## src/rtl/rsa_pkg.sv

```systemverilog
// Shared stage codes, FSM state type and default widths for the RSA stage controller.
package rsa_pkg;

  localparam int RSA_DW_DEF     = 16;
  localparam int ROW_LEN_DEF    = 10;
  localparam int LM_DEPTH_DEF   = 16;
  localparam int SEQ_CNT_DW_DEF = 5;

  localparam logic [2:0] STAGE_IDLE = 3'b000;
  localparam logic [2:0] STAGE_PRD  = 3'b001;
  localparam logic [2:0] STAGE_NEW  = 3'b010;
  localparam logic [2:0] STAGE_UPD  = 3'b100;

  typedef enum logic [1:0] {
    ST_IDLE,
    ST_PRD,
    ST_NEW,
    ST_UPD
  } rsa_state_t;

endpackage

```

## src/rtl/rsa_lm_table.sv

```systemverilog
// Landmark table: DEPTH entries of (x, y), one synchronous write port, one async read port.
module rsa_lm_table #(
  parameter int DW    = 16,
  parameter int DEPTH = 16,
  parameter int AW    = (DEPTH > 1) ? $clog2(DEPTH) : 1
) (
  input  logic          clk,
  input  logic          sys_rst,
  input  logic          we,
  input  logic [AW-1:0] waddr,
  input  logic [DW-1:0] wdata_x,
  input  logic [DW-1:0] wdata_y,
  input  logic [AW-1:0] raddr,
  output logic [DW-1:0] rdata_x,
  output logic [DW-1:0] rdata_y
);

  logic [DW-1:0] lm_x_reg [DEPTH];
  logic [DW-1:0] lm_y_reg [DEPTH];

  // Every entry must clear on reset, so this is a register file rather than a RAM.
  generate
    for (genvar gi = 0; gi < DEPTH; gi++) begin : g_entry
      always_ff @(posedge clk or negedge sys_rst) begin
        if (!sys_rst) begin
          lm_x_reg[gi] <= '0;
          lm_y_reg[gi] <= '0;
        end else if (we && (waddr == AW'(gi))) begin
          lm_x_reg[gi] <= wdata_x;
          lm_y_reg[gi] <= wdata_y;
        end
      end
    end
  endgenerate

  assign rdata_x = lm_x_reg[raddr];
  assign rdata_y = lm_y_reg[raddr];

endmodule

```

## src/rtl/rsa_stage_ctrl.sv

```systemverilog
// EKF-SLAM stage controller: launches predict/new-landmark/update units and commits their results.
// Optional watchdog enabled by defining RSA_TIMEOUT_EN.
module rsa_stage_ctrl
  import rsa_pkg::*;
#(
  parameter int X          = 4,
  parameter int Y          = 4,
  parameter int L          = 4,
  parameter int RSA_DW     = RSA_DW_DEF,
  parameter int RSA_AW     = 17,
  parameter int TB_AW      = 11,
  parameter int CB_AW      = 17,
  parameter int SEQ_CNT_DW = SEQ_CNT_DW_DEF,
  parameter int ROW_LEN    = ROW_LEN_DEF,
  parameter int LM_DEPTH   = LM_DEPTH_DEF
) (
  input  logic              clk,
  input  logic              sys_rst,
  input  logic [2:0]        stage_val,
  input  logic [ROW_LEN-1:0] landmark_num,
  input  logic [ROW_LEN-1:0] l_k,
  input  logic              done_predict,
  input  logic              done_newlm,
  input  logic              done_update,
  input  logic [RSA_DW-1:0] result_0,
  input  logic [RSA_DW-1:0] result_1,
  input  logic [RSA_DW-1:0] result_2,
  input  logic [RSA_DW-1:0] result_3,
  input  logic [RSA_DW-1:0] result_4,
  input  logic [RSA_DW-1:0] result_5,
  output logic [2:0]        stage_rdy,
  output logic [RSA_DW-1:0] S_data,
  output logic              init_predict,
  output logic              init_newlm,
  output logic              init_update,
  output logic [RSA_DW-1:0] xk,
  output logic [RSA_DW-1:0] yk,
  output logic [RSA_DW-1:0] xita,
  output logic [RSA_DW-1:0] lkx,
  output logic [RSA_DW-1:0] lky
);

  localparam int LM_AW = (LM_DEPTH > 1) ? $clog2(LM_DEPTH) : 1;

  rsa_state_t        state_reg, state_next;
  logic [2:0]        init_reg, init_next;
  logic [RSA_DW-1:0] xk_reg, xk_next, yk_reg, yk_next, xita_reg, xita_next;
  logic [RSA_DW-1:0] s_reg, s_next;
  logic              lm_we;
  logic [RSA_DW-1:0] lm_wx, lm_wy, lm_rx, lm_ry;
  logic              lm_hit, done_ok, timeout;
  logic [LM_AW-1:0]  lm_addr;

  assign lm_addr = l_k[LM_AW-1:0];
  assign lm_hit  = (l_k < landmark_num) && (32'(l_k) < LM_DEPTH);
  // The init cycle itself is not a completion window; done counts from the next cycle.
  assign done_ok = (init_reg == 3'b000);

`ifdef RSA_TIMEOUT_EN
  logic [SEQ_CNT_DW+2:0] wdog_reg;

  always_ff @(posedge clk or negedge sys_rst) begin
    if (!sys_rst)                wdog_reg <= '0;
    else if (state_reg == ST_IDLE) wdog_reg <= '0;
    else                         wdog_reg <= wdog_reg + 1'b1;
  end

  assign timeout = (wdog_reg == '1);
`else
  assign timeout = 1'b0;
`endif

  always_ff @(posedge clk or negedge sys_rst) begin
    if (!sys_rst) begin
      state_reg <= ST_IDLE;
      init_reg  <= 3'b000;
      xk_reg    <= '0;
      yk_reg    <= '0;
      xita_reg  <= '0;
      s_reg     <= '0;
    end else begin
      state_reg <= state_next;
      init_reg  <= init_next;
      xk_reg    <= xk_next;
      yk_reg    <= yk_next;
      xita_reg  <= xita_next;
      s_reg     <= s_next;
    end
  end

  always_comb begin
    state_next = state_reg;
    init_next  = 3'b000;
    xk_next    = xk_reg;
    yk_next    = yk_reg;
    xita_next  = xita_reg;
    s_next     = s_reg;
    lm_we      = 1'b0;
    lm_wx      = lm_rx;
    lm_wy      = lm_ry;
    unique case (state_reg)
      ST_IDLE: begin
        init_next = stage_val;
        unique case (stage_val)
          STAGE_PRD: state_next = ST_PRD;
          STAGE_NEW: state_next = ST_NEW;
          STAGE_UPD: state_next = ST_UPD;
          default: begin
            state_next = ST_IDLE;
            init_next  = 3'b000;
          end
        endcase
      end
      ST_PRD: begin
        if (done_ok && done_predict) begin
          xk_next    = result_1;
          yk_next    = result_2;
          xita_next  = result_3;
          state_next = ST_IDLE;
        end else if (timeout) begin
          state_next = ST_IDLE;
        end
      end
      ST_NEW: begin
        if (done_ok && done_newlm) begin
          if (lm_hit) begin
            lm_we  = 1'b1;
            lm_wx  = result_0;
            lm_wy  = result_1;
            s_next = result_2;
          end
          state_next = ST_IDLE;
        end else if (timeout) begin
          state_next = ST_IDLE;
        end
      end
      ST_UPD: begin
        if (done_ok && done_update) begin
          xk_next   = xk_reg + result_0;
          yk_next   = yk_reg + result_1;
          xita_next = xita_reg + result_2;
          lm_we     = lm_hit;
          lm_wx     = lm_rx + result_3;
          lm_wy     = lm_ry + result_4;
          s_next    = result_5;
          state_next = ST_IDLE;
        end else if (timeout) begin
          state_next = ST_IDLE;
        end
      end
      default: state_next = ST_IDLE;
    endcase
  end

  rsa_lm_table #(
    .DW    (RSA_DW),
    .DEPTH (LM_DEPTH),
    .AW    (LM_AW)
  ) u_lm_table (
    .clk     (clk),
    .sys_rst (sys_rst),
    .we      (lm_we),
    .waddr   (lm_addr),
    .wdata_x (lm_wx),
    .wdata_y (lm_wy),
    .raddr   (lm_addr),
    .rdata_x (lm_rx),
    .rdata_y (lm_ry)
  );

  assign stage_rdy    = (state_reg == ST_IDLE) ? 3'b111 : 3'b000;
  assign init_predict = init_reg[0];
  assign init_newlm   = init_reg[1];
  assign init_update  = init_reg[2];
  assign xk           = xk_reg;
  assign yk           = yk_reg;
  assign xita         = xita_reg;
  assign S_data       = s_reg;
  assign lkx          = lm_hit ? lm_rx : '0;
  assign lky          = lm_hit ? lm_ry : '0;

endmodule

```

## config.mk

```make
export PLATFORM = sky130hd
export DESIGN_NAME = rsa_stage_ctrl
export DESIGN_NICKNAME = d
export VERILOG_FILES = /design/src/rtl/rsa_pkg.sv /design/src/rtl/rsa_lm_table.sv /design/src/rtl/rsa_stage_ctrl.sv
export SDC_FILE = /design/constraint.sdc
export NUM_CORES = 1
export LEC_CHECK = 0
export CORE_ASPECT_RATIO = 0.5
export CORE_UTILIZATION = 64
export CTS_CLUSTER_SIZE = 40
export DETAILED_ROUTE_END_ITERATION = 12
export DONT_BUFFER_PORTS = 1
export PLACE_DENSITY = 0.79
export SLEW_MARGIN = 30
export SYNTH_ARGS = -nofsm -noshare
export SYNTH_HDL_FRONTEND = slang
export SYNTH_SLANG_ARGS = --single-unit
```

## constraint.sdc

```tcl
create_clock -name clk -period 10.3 [get_ports clk]
set_clock_uncertainty 0.05 [all_clocks]
set_input_delay 1.03 -clock clk [delete_from_list [all_inputs] [get_ports clk]]
set_output_delay 1.03 -clock clk [all_outputs]
set_load 0.05 [all_outputs]
```

After elaboration in Yosys (flattened, before gate mapping). Cells that the tools add are included.

Bits in registers: 581. Bits in latches: 0. Bits in writable memories: 0. Memory bits (read-only): 0. Input port bits: 124. Output and inout port bits: 102. Logic and storage cells: 142. Memories: 0.

$add $sub $neg: 5. Multipliers: 0. Divide/modulo/power cells: 0. $lt $le $gt $ge: 3. Equal/unequal tests: 25. Shifts and indexed selects: 0. Muxes and demuxes: 41. Bitwise logic cells: 1. Reduce and logical (&&, ||, !) cells: 29.

Operator list (number): $mux W16 (21); $pmux W16 S2 (6); $bmux W16 S4 (2); $add A16 B16 Y16 (5); $eq A4 B4 Y1 const B (8); $logic_and A1 B1 Y1 (20); $eq A4 B3 Y1 const B (4); $lt A10 B10 Y1 (1); $lt A10 B5 Y1 const B (1); $mux W3 (3); $eq A4 B2 Y1 const B (2); $ne A2 B2 Y1 const B (4); $pmux W2 S4 (1); $mux W2 (3); $pmux W2 S3 (1); $reduce_and A3 Y1 (2); $ge A5 B5 Y1 const B (1); $not A4 Y5 (1); $eq A2 B2 Y1 const B (2); $eq A4 B1 Y1 const B (1); $logic_not A4 Y1 (1); $reduce_and A4 Y1 (1); $reduce_bool A2 Y1 (2); $eq A3 B1 Y1 const B (1); other kinds (8) (10).

Longest topological paths before layout. Gate-level depths: netlist of the first run.

Depth in word-level cells: 7. Mapped depth: 18. Mapped depth without buffers: 14.

By module. From an unflattened synthesis of the first run, not the netlist that was laid out.

Cells, all modules: 2370. Area total of the unflattened synthesis: 30287.8 µm².

By module, submodules not included: rsa_lm_table (instances 1, cells each 1405, area each 22774.3 µm², sequential area each 12812.3 µm²); rsa_stage_ctrl (instances 1, cells each 965, area each 7513.5 µm², sequential area each 1726.7 µm²).

Least setup slack after synthesis of the first run. Ideal clock, no wire load.

Kind: input port to flip-flop. From: input l_k[0]. To: register u_lm_table.lm_x_reg[110] in the netlist's numbering. Library setup time: 0.133 ns. Arrival time: 5.183 ns. Data required time: 10.117 ns. Setup slack: 4.934 ns. Stages: 17. Path buffers: 4. Cell sequence: buf_6 -> buf_4 -> buf_2 -> mux4_2 -> mux4_2 -> ha_1 -> fa_1 -> a21o_1 -> a21oi_1 -> nor2_1 -> o21ai_0 -> o211ai_1 -> a31oi_1 -> xnor2_1 -> a21oi_1 -> clkbuf_1 -> o21ai_0.

Longest elaborated chain between the ends: 7. Elaborated cells on any way between the ends: 18. Classes of those cells: 1 x add/sub; 2 x order compare; 1 x eq/ne; 11 x mux; 1 x bitwise; 2 x reduce/logical.

RTL lines: start, declared (RTL line rsa_stage_ctrl.sv:21) `input logic [ROW_LEN-1:0] l_k,`; $not A4 Y5 (not written as such) (RTL line rsa_lm_table.sv:36) `assign rdata_x = lm_x_reg[raddr];`; $bmux W16 S4 (RTL line rsa_lm_table.sv:36); $mux W16 (not written as such) (2 in series) (RTL line rsa_lm_table.sv:36); $add A16 B16 Y16 or $mux W16 (tied branches) (RTL line rsa_stage_ctrl.sv:143, rsa_stage_ctrl.sv:126); $mux W16 (on tied branches) (RTL line rsa_stage_ctrl.sv:138, rsa_stage_ctrl.sv:125); $pmux W16 S2 (RTL line rsa_stage_ctrl.sv:101) `unique case (state_reg)`; end signal, assigned by index (RTL line rsa_lm_table.sv:29) `lm_x_reg[gi] <= wdata_x;`; end, declared (RTL line rsa_lm_table.sv:18) `logic [DW-1:0] lm_x_reg [DEPTH];`.

Several ways; a longest one is shown, not always the timed one. The select of a mux whose other input is x is not followed. A chain may end at the register's enable or synchronous reset.

Worst setup path after layout of the first run.
From: input l_k[0]. To: register u_lm_table.lm_y_reg[159] in the netlist's numbering.

Longest elaborated chain between the ends: 7. Elaborated cells on any way between the ends: 18. Classes of those cells: 1 x add/sub; 2 x order compare; 1 x eq/ne; 11 x mux; 1 x bitwise; 2 x reduce/logical.

RTL lines: $not A4 Y5 (not written as such) (RTL line rsa_lm_table.sv:37) `assign rdata_y = lm_y_reg[raddr];`; $bmux W16 S4 (RTL line rsa_lm_table.sv:37); $mux W16 (not written as such) (2 in series) (RTL line rsa_lm_table.sv:37); $add A16 B16 Y16 or $mux W16 (tied branches) (RTL line rsa_stage_ctrl.sv:144, rsa_stage_ctrl.sv:126); $mux W16 (on tied branches) (RTL line rsa_stage_ctrl.sv:138, rsa_stage_ctrl.sv:125); $pmux W16 S2 (RTL line rsa_stage_ctrl.sv:101); end signal, assigned by index (RTL line rsa_lm_table.sv:30) `lm_y_reg[gi] <= wdata_y;`; end, declared (RTL line rsa_lm_table.sv:19) `logic [DW-1:0] lm_y_reg [DEPTH];`.

Several ways; a longest one is shown, not always the timed one. The select of a mux whose other input is x is not followed.

==> reports/results.txt, run 1 <==
Distinct cells, synth - 65
most used cell, CP - mux4_2
Critical Path RT - 10.68 ns
final WL - 82200 um
mux share of post-synthesis cell area - 0.128
largest net degree at the start of global routing - 582
vias in the first global route - 22100
WL per Instance - 24.5 um
adder-cell share of the synthesized area - 0.0393
mean post-synth cell area - 10.3 um^2
unrepaired setup endpoints after global routing - no
CTS tree - built
critical-path cell list - mux4_2 > mux4_2 > ha_1 > nor4_1 > a21oi_1 > o211a_1 > a2111oi_2 > nor3_1 > nor3b_1 > mux2i_1 > a211o_1 > o21ai_0
peak fanout along the critical path - 133
Worst Tran Pin Value - 2.05 ns
Total GRT Usage - 0.357
Worst path max stage delay - 0.71 ns
via count - 22600
I/O Pins - 226
fmax - 0.203 GHz
core area - 44300 um^2
Die X - 305 um
Final GP Congestion - 0.966
r2r startpoint - u_lm_table.lm_x_reg[192]
crit path DAT - 5.30 ns
final antenna-violating net count - 0
Num CTS Buffers - 50
CP Launch Type - primary input
post-place instance area - 29600 um^2
Clk Latency, worst-skew pair - 0.59 ns
pre-CTS setup slack - 4.67 ns
PortBufs - 0
Initial Utilization - 0.661
WS Path Type - in -> reg
global-route wire length before repair - 128000 um
Max Transition Viols Final - 236
P per Cell Area - 190 nW/um^2
Post CTS Setup Buffer Count - 0
Mapped Area - 29300 um^2
Clock transition at path regs - 0.06 ns
most frequent cells in the layout - nand2_1 (610), dfrtp_1 (581), o21ai_0 (570)
NumNets Final - 2946
worst hold path class - in -> async
VDD IR-drop max - 0.132 mV
Sink Count - 581
Reg2Reg Setup Slack - 5.53 ns
fin cells - 3360
LEAKAGE - 13.8 nW
PostCTS Resize Cnt - 0
DR DRC count - 0
initial antenna violation count - 4
Placed Instances - 3263
hold_buf cts - 0
Layout area overhead - 7.03%
H-tree levels - 2
highest-delay cell along the critical path - a211o_1
yosys warns - 0
Util after Layout - 0.707
Final TNS setup - 0 ns
run status - finished, violations left
fill count - 3088
chip height - 153 um
post-synthesis compound-gate area fraction - 0.166
final worst path period share - 0.478
violated checks - slew limit
post-route cell area - 31400 um^2
vias per cell - 6.73
row cnt - 54
Pre-Repair DR Iteration Count - 6
synthesized flop and latch total - 581
time the worst path needs with I/O delays and setup - 4.92 ns
# Max-Cap Violations - 0
Simple-Gate Fraction of Synth Area - 0.123
grt ovf - 0
r2r endpoint - u_lm_table.lm_x_reg[142]
slew margin rel. - -0.368
Crit. End Element - flop
share of cells above drive strength 1 - 0.127
ys async rst share - 1.00
die area - 46700 um^2
Mapped Cells - 2854
register area share after synthesis - 0.496
clk root buf - clkbuf_16
setup ws final - 5.38 ns
hpwl dp - 49500 um
DR iter-0 viols - 2760
worst-case clock buffer depth - 3
XOR/XNOR share of the synthesized area - 0.0132
count of flip-flops with a built-in enable after synthesis - 0
Main synth FF type - dfrtp_1
most common cell after layout, fill and taps aside - nand2_1
Mapped Nets - 3067
Reg2Reg Depth - 13
final hold violation count - 0
setup violators final - 0
largest family of logic cells by synthesized area - compound AO/OA/AOI/OAI gates
report_power, final:
part / total, W / internal [W] / switching (W)
Combinational: 0.00102 / 0.000426 / 0.000595
Clock: 0.00198 / 0.00111 / 0.000870
Sequential: 0.00296 / 0.00239 / 0.000568
Total: 0.00596 / 0.00393 / 0.00203
cells by family (layout without fill, tap and decap cells):
kind of cell    Yosys count  after routing
flops                   581            581
simple gates            869            869
compound gates          847            847
xor+xnor                 44             44
mux                     173            173
other cells               0              3
buf+inv                 251            166
fa+ha+maj                89             89
worst max-delay path by stage:
stage            from                  endpoint  slack, ns  cells past startpoint
2_1_floorplan  l_k[0]  u_lm_table.lm_x_reg[110]       4.93                     17
3_3_place_gp   l_k[0]   u_lm_table.lm_x_reg[30]       4.80                     13
3_5_place_dp   l_k[0]  u_lm_table.lm_x_reg[142]       4.67                     13
4_1_cts        l_k[0]  u_lm_table.lm_x_reg[142]       5.22                     13
5_1_grt        l_k[0]   u_lm_table.lm_x_reg[62]       5.30                     13
6_report       l_k[0]  u_lm_table.lm_y_reg[159]       5.38                     12
metrics by stage:
stage / total power [W] / hold WS [ns]
2_1_floorplan: 0.00380 / 0.395
3_3_place_gp: 0.00396 / 0.405
3_5_place_dp: 0.00400 / 0.415
4_1_cts: 0.00595 / 0.0853
5_1_grt: 0.00619 / 0.0881
6_report: 0.00596 / 0.109
per-layer routing:
| layer | track usage | vias to the layer above | share of wire |
|---|---|---|---|
| met5 | 0 | - | 0.00041 |
| li1 | - | 9877 | - |
| met1 | 0.489 | 11400 | 0.39 |
| met4 | 0.131 | 4 | 0.036 |
| met3 | 0.0962 | 198 | 0.11 |
| met2 | 0.555 | 1173 | 0.46 |
cells in the mapped netlist, types with 4 or more instances:
cell        n  share of area
mux4_2    160           0.12
xnor2_1    28         0.0084
and3_1     14         0.0030
a21oi_1   107          0.018
a211oi_1   11         0.0028
and2_1     44         0.0094
a21o_1     24         0.0062
inv_1      41         0.0053
o21ai_1    13         0.0022
clkbuf_1  175          0.022
o21ai_0   570          0.097
nand3_1    20         0.0034
nor4_1      4        0.00085
or3_1       8         0.0017
nor2_1     87          0.011
dfrtp_1   581           0.50
nand2_1   623          0.080
buf_1       8         0.0010
ha_1       84          0.036
o21a_1     11         0.0028
a221oi_2   20          0.010
buf_2      19         0.0032
xor2_1     16         0.0048
nor3b_1     6         0.0015
a22o_1      6         0.0018
nand2b_1    8         0.0017
fa_1        5         0.0034
a211o_1     7         0.0021
nor2b_1    16         0.0034
buf_6       5         0.0019
o21ai_2    10         0.0030
nor3_1     32         0.0055
a31oi_1    18         0.0038
o21bai_1    5         0.0013
mux2i_1    11         0.0038
o22ai_1     5         0.0011
o211ai_1    6         0.0015
worst max-delay path: cells and delay by family:
| kind | cells | cell delay [ns] |
|---|---|---|
| AOI/OAI and AO/OA | 5 | 1.73 |
| muxes | 3 | 1.36 |
| and+or+nand+nor | 3 | 0.67 |
| adders and majority gates | 1 | 0.37 |
area by class of cell:
type                    count  area (um^2)  share of cell area
clock inverters            14          174             0.00555
repair buffers             37          273             0.00870
inverters                  41          154             0.00491
flip-flops and latches    581        14500               0.464
well taps                 588          736              0.0235
diodes                      3         7.51            0.000239
clock buffers              74         1540              0.0492
multi-input cells        2022        13900               0.444
Power figures use the tool's default switching activity.
==> inputs of run 2 (changes only) <==
--- a/config.mk
+++ b/config.mk
@@ -6,11 +6,11 @@
 export NUM_CORES = 1
 export LEC_CHECK = 0
 export CORE_ASPECT_RATIO = 0.5
-export CORE_UTILIZATION = 64
+export CORE_UTILIZATION = 58
 export CTS_CLUSTER_SIZE = 40
 export DETAILED_ROUTE_END_ITERATION = 12
 export DONT_BUFFER_PORTS = 1
-export PLACE_DENSITY = 0.79
+export PLACE_DENSITY = 0.75
 export SLEW_MARGIN = 30
 export SYNTH_ARGS = -nofsm -noshare
 export SYNTH_HDL_FRONTEND = slang
==> constraint.sdc (replaced) <==
create_clock -name clk -period 4.1 [get_ports clk]
set_clock_uncertainty 0.05 [all_clocks]
set_input_delay 0.41 -clock clk [delete_from_list [all_inputs] [get_ports clk]]
set_output_delay 0.41 -clock clk [all_outputs]
set_load 0.05 [all_outputs]
==> reports/results.txt, run 2 (same netlist as run 1, synthesis figures left out) <==
Worst path max stage delay - 0.56 ns (-0.15 ns)
final antenna-violating net count - 0 (unchanged)
grt ovf - 0 (unchanged)
slew margin rel. - -0.447 (-0.0793)
CTS tree - built
core area - 49200 um^2 (+11%)
Placed Instances - 3383 (+3.7%)
clk root buf - clkbuf_16
vias in the first global route - 22500 (+1.8%)
die area - 51500 um^2 (+10%)
fin cells - 3533 (+5.1%)
LEAKAGE - 14.2 nW (+3.1%)
highest-delay cell along the critical path - mux4_2
time the worst path needs with I/O delays and setup - 3.95 ns
worst hold path class - in -> async
Die X - 320 um (+5.0%)
largest net degree at the start of global routing - 582 (unchanged)
setup violators final - 0 (unchanged)
final hold violation count - 581 (+581)
Worst Tran Pin Value - 2.17 ns (+0.119 ns)
crit path DAT - 4.35 ns (-0.95 ns)
initial antenna violation count - 5 (+1)
row cnt - 57 (+5.6%)
Final GP Congestion - 0.913 (-5.5%)
Initial Utilization - 0.595 (-0.0656)
Crit. End Element - flop
NumNets Final - 3053 (+3.6%)
Total GRT Usage - 0.330 (-0.0273)
I/O Pins - 226 (unchanged)
hpwl dp - 51800 um (+4.7%)
fmax - 0.253 GHz
global-route wire length before repair - 131000 um (+2.0%)
hold_buf cts - 50 (+50)
critical-path cell list - mux4_2 > mux4_2 > ha_1 > a21oi_1 > o22ai_2 > o21ai_1 > o21ai_0 > buf_4 > mux2i_1 > nand3_1 > a21o_1 > nand3_2 > buf_12 > o21ai_0
Util after Layout - 0.662 (-0.0455)
peak fanout along the critical path - 16 (-88%)
run status - finished, violations left
Num CTS Buffers - 52 (+4.0%)
Pre-Repair DR Iteration Count - 5 (-1)
P per Cell Area - 470 nW/um^2 (+150%)
final worst path period share - 0.964
final WL - 83600 um (+1.7%)
Layout area overhead - 11.2%
Hold WS - -0.527 ns (-0.636 ns)
DR DRC count - 0 (unchanged)
most frequent cells in the layout - nand2_1 (610), dfrtp_1 (581), o21ai_0 (560)
DR iter-0 viols - 2486 (-9.9%)
Critical Path RT - 4.49 ns (-6.19 ns)
WL per Instance - 23.7 um (-3.3%)
Clock transition at path regs - 0.07 ns (about the same)
share of cells above drive strength 1 - 0.146 (+0.0190)
PortBufs - 0 (unchanged)
# Max-Cap Violations - 0 (unchanged)
Clk Latency, worst-skew pair - 0.61 ns (+0.02 ns)
Max Transition Viols Final - 280 (+19%)
chip height - 161 um (+5.0%)
most common cell after layout, fill and taps aside - nand2_1
worst-case clock buffer depth - 3 (unchanged)
vias per cell - 6.43 (-4.4%)
CP Launch Type - flop
VDD IR-drop max - 0.327 mV (+150%)
H-tree levels - 2 (unchanged)
via count - 22700 (+0.51%)
violated checks - hold timing, slew limit
Sink Count - 581 (unchanged)
WS Path Type - reg -> reg
run 2: changes by cell type in the layout (fill, tap and decap cells not counted), sizes merged:
cell         delta
clkinv          +2
inv             -1
clkinvlp        +1
dlygate4sd3    +50
bufinv          +1
buf            +59
run 2: worst max-delay path: cells and delay by family, from the launching register on:
family | cells | cell delay, ns
muxes | 3 | 1.24
AOI/OAI and AO/OA | 6 | 1.22
DFF | 1 | 0.39
buffers and inverters | 2 | 0.33
adders and majority gates | 1 | 0.30
and+or+nand+nor | 2 | 0.25
run 2: final timing paths:
path,cells past startpoint,slack (ns),start,endpoint
min reg2reg,2,0.42,u_lm_table.lm_x_reg[137],u_lm_table.lm_x_reg[137]
max,14,0.15,u_lm_table.lm_x_reg[65],u_lm_table.lm_x_reg[175]
max in group asynchronous,0,2.82,sys_rst,u_lm_table.lm_y_reg[0]
max reg2reg,14,0.15,u_lm_table.lm_x_reg[65],u_lm_table.lm_x_reg[175]
min in group clk,3,0.03,result_1[6],xk[6]
min,0,-0.53,sys_rst,xita[2]
run 2: area by class of cell:
cell class	instances	area (um^2)
Multi-Input combinational cell	2022	14000
Fill cell	3642	16600
Inverter	41	154
Antenna cell	3	7.51
Timing Repair Buffer	142	1280
Sequential cell	581	14500
Clock inverter	17	226
Tap cell	649	812
Clock buffer	78	1570
run 2: timing repair:
item	4_1_cts	5_1_grt
pin swaps	0	8
gates cloned	0	0
endpoints found under the setup margin	10	115
setup buffers	0	2
endpoints found under the hold margin	628	581
gates resized for setup	2	21
run 2: power breakdown:
part	internal, W	total [W]	switching, W
Combinational	0.00115	0.00275	0.00159
Sequential	0.00602	0.00740	0.00138
Clock	0.00291	0.00517	0.00226
run 2: routing by layer:
| layer | share of wire | track usage |
|---|---|---|
| met5 | 0.00032 | 0 |
| met4 | 0.030 | 0.0922 |
| met3 | 0.098 | 0.0754 |
| met2 | 0.46 | 0.522 |
| met1 | 0.41 | 0.462 |
run 2: per-stage QoR:
stage	setup TNS [ns]	hold WS [ns]	cell area, um^2	power (W)	worst slack (ns)
floorplan	0	0.0644	29500	0.00957	0.00468
global placement	0	0.0808	30100	0.0100	0.0232
detailed placement	-0.849	0.0802	30200	0.0101	-0.0895
CTS	0	-0.553	32500	0.0153	0.0595
global route	-0.00241	-0.548	32600	0.0159	-0.00241
finish	0	-0.527	32600	0.0153	0.147
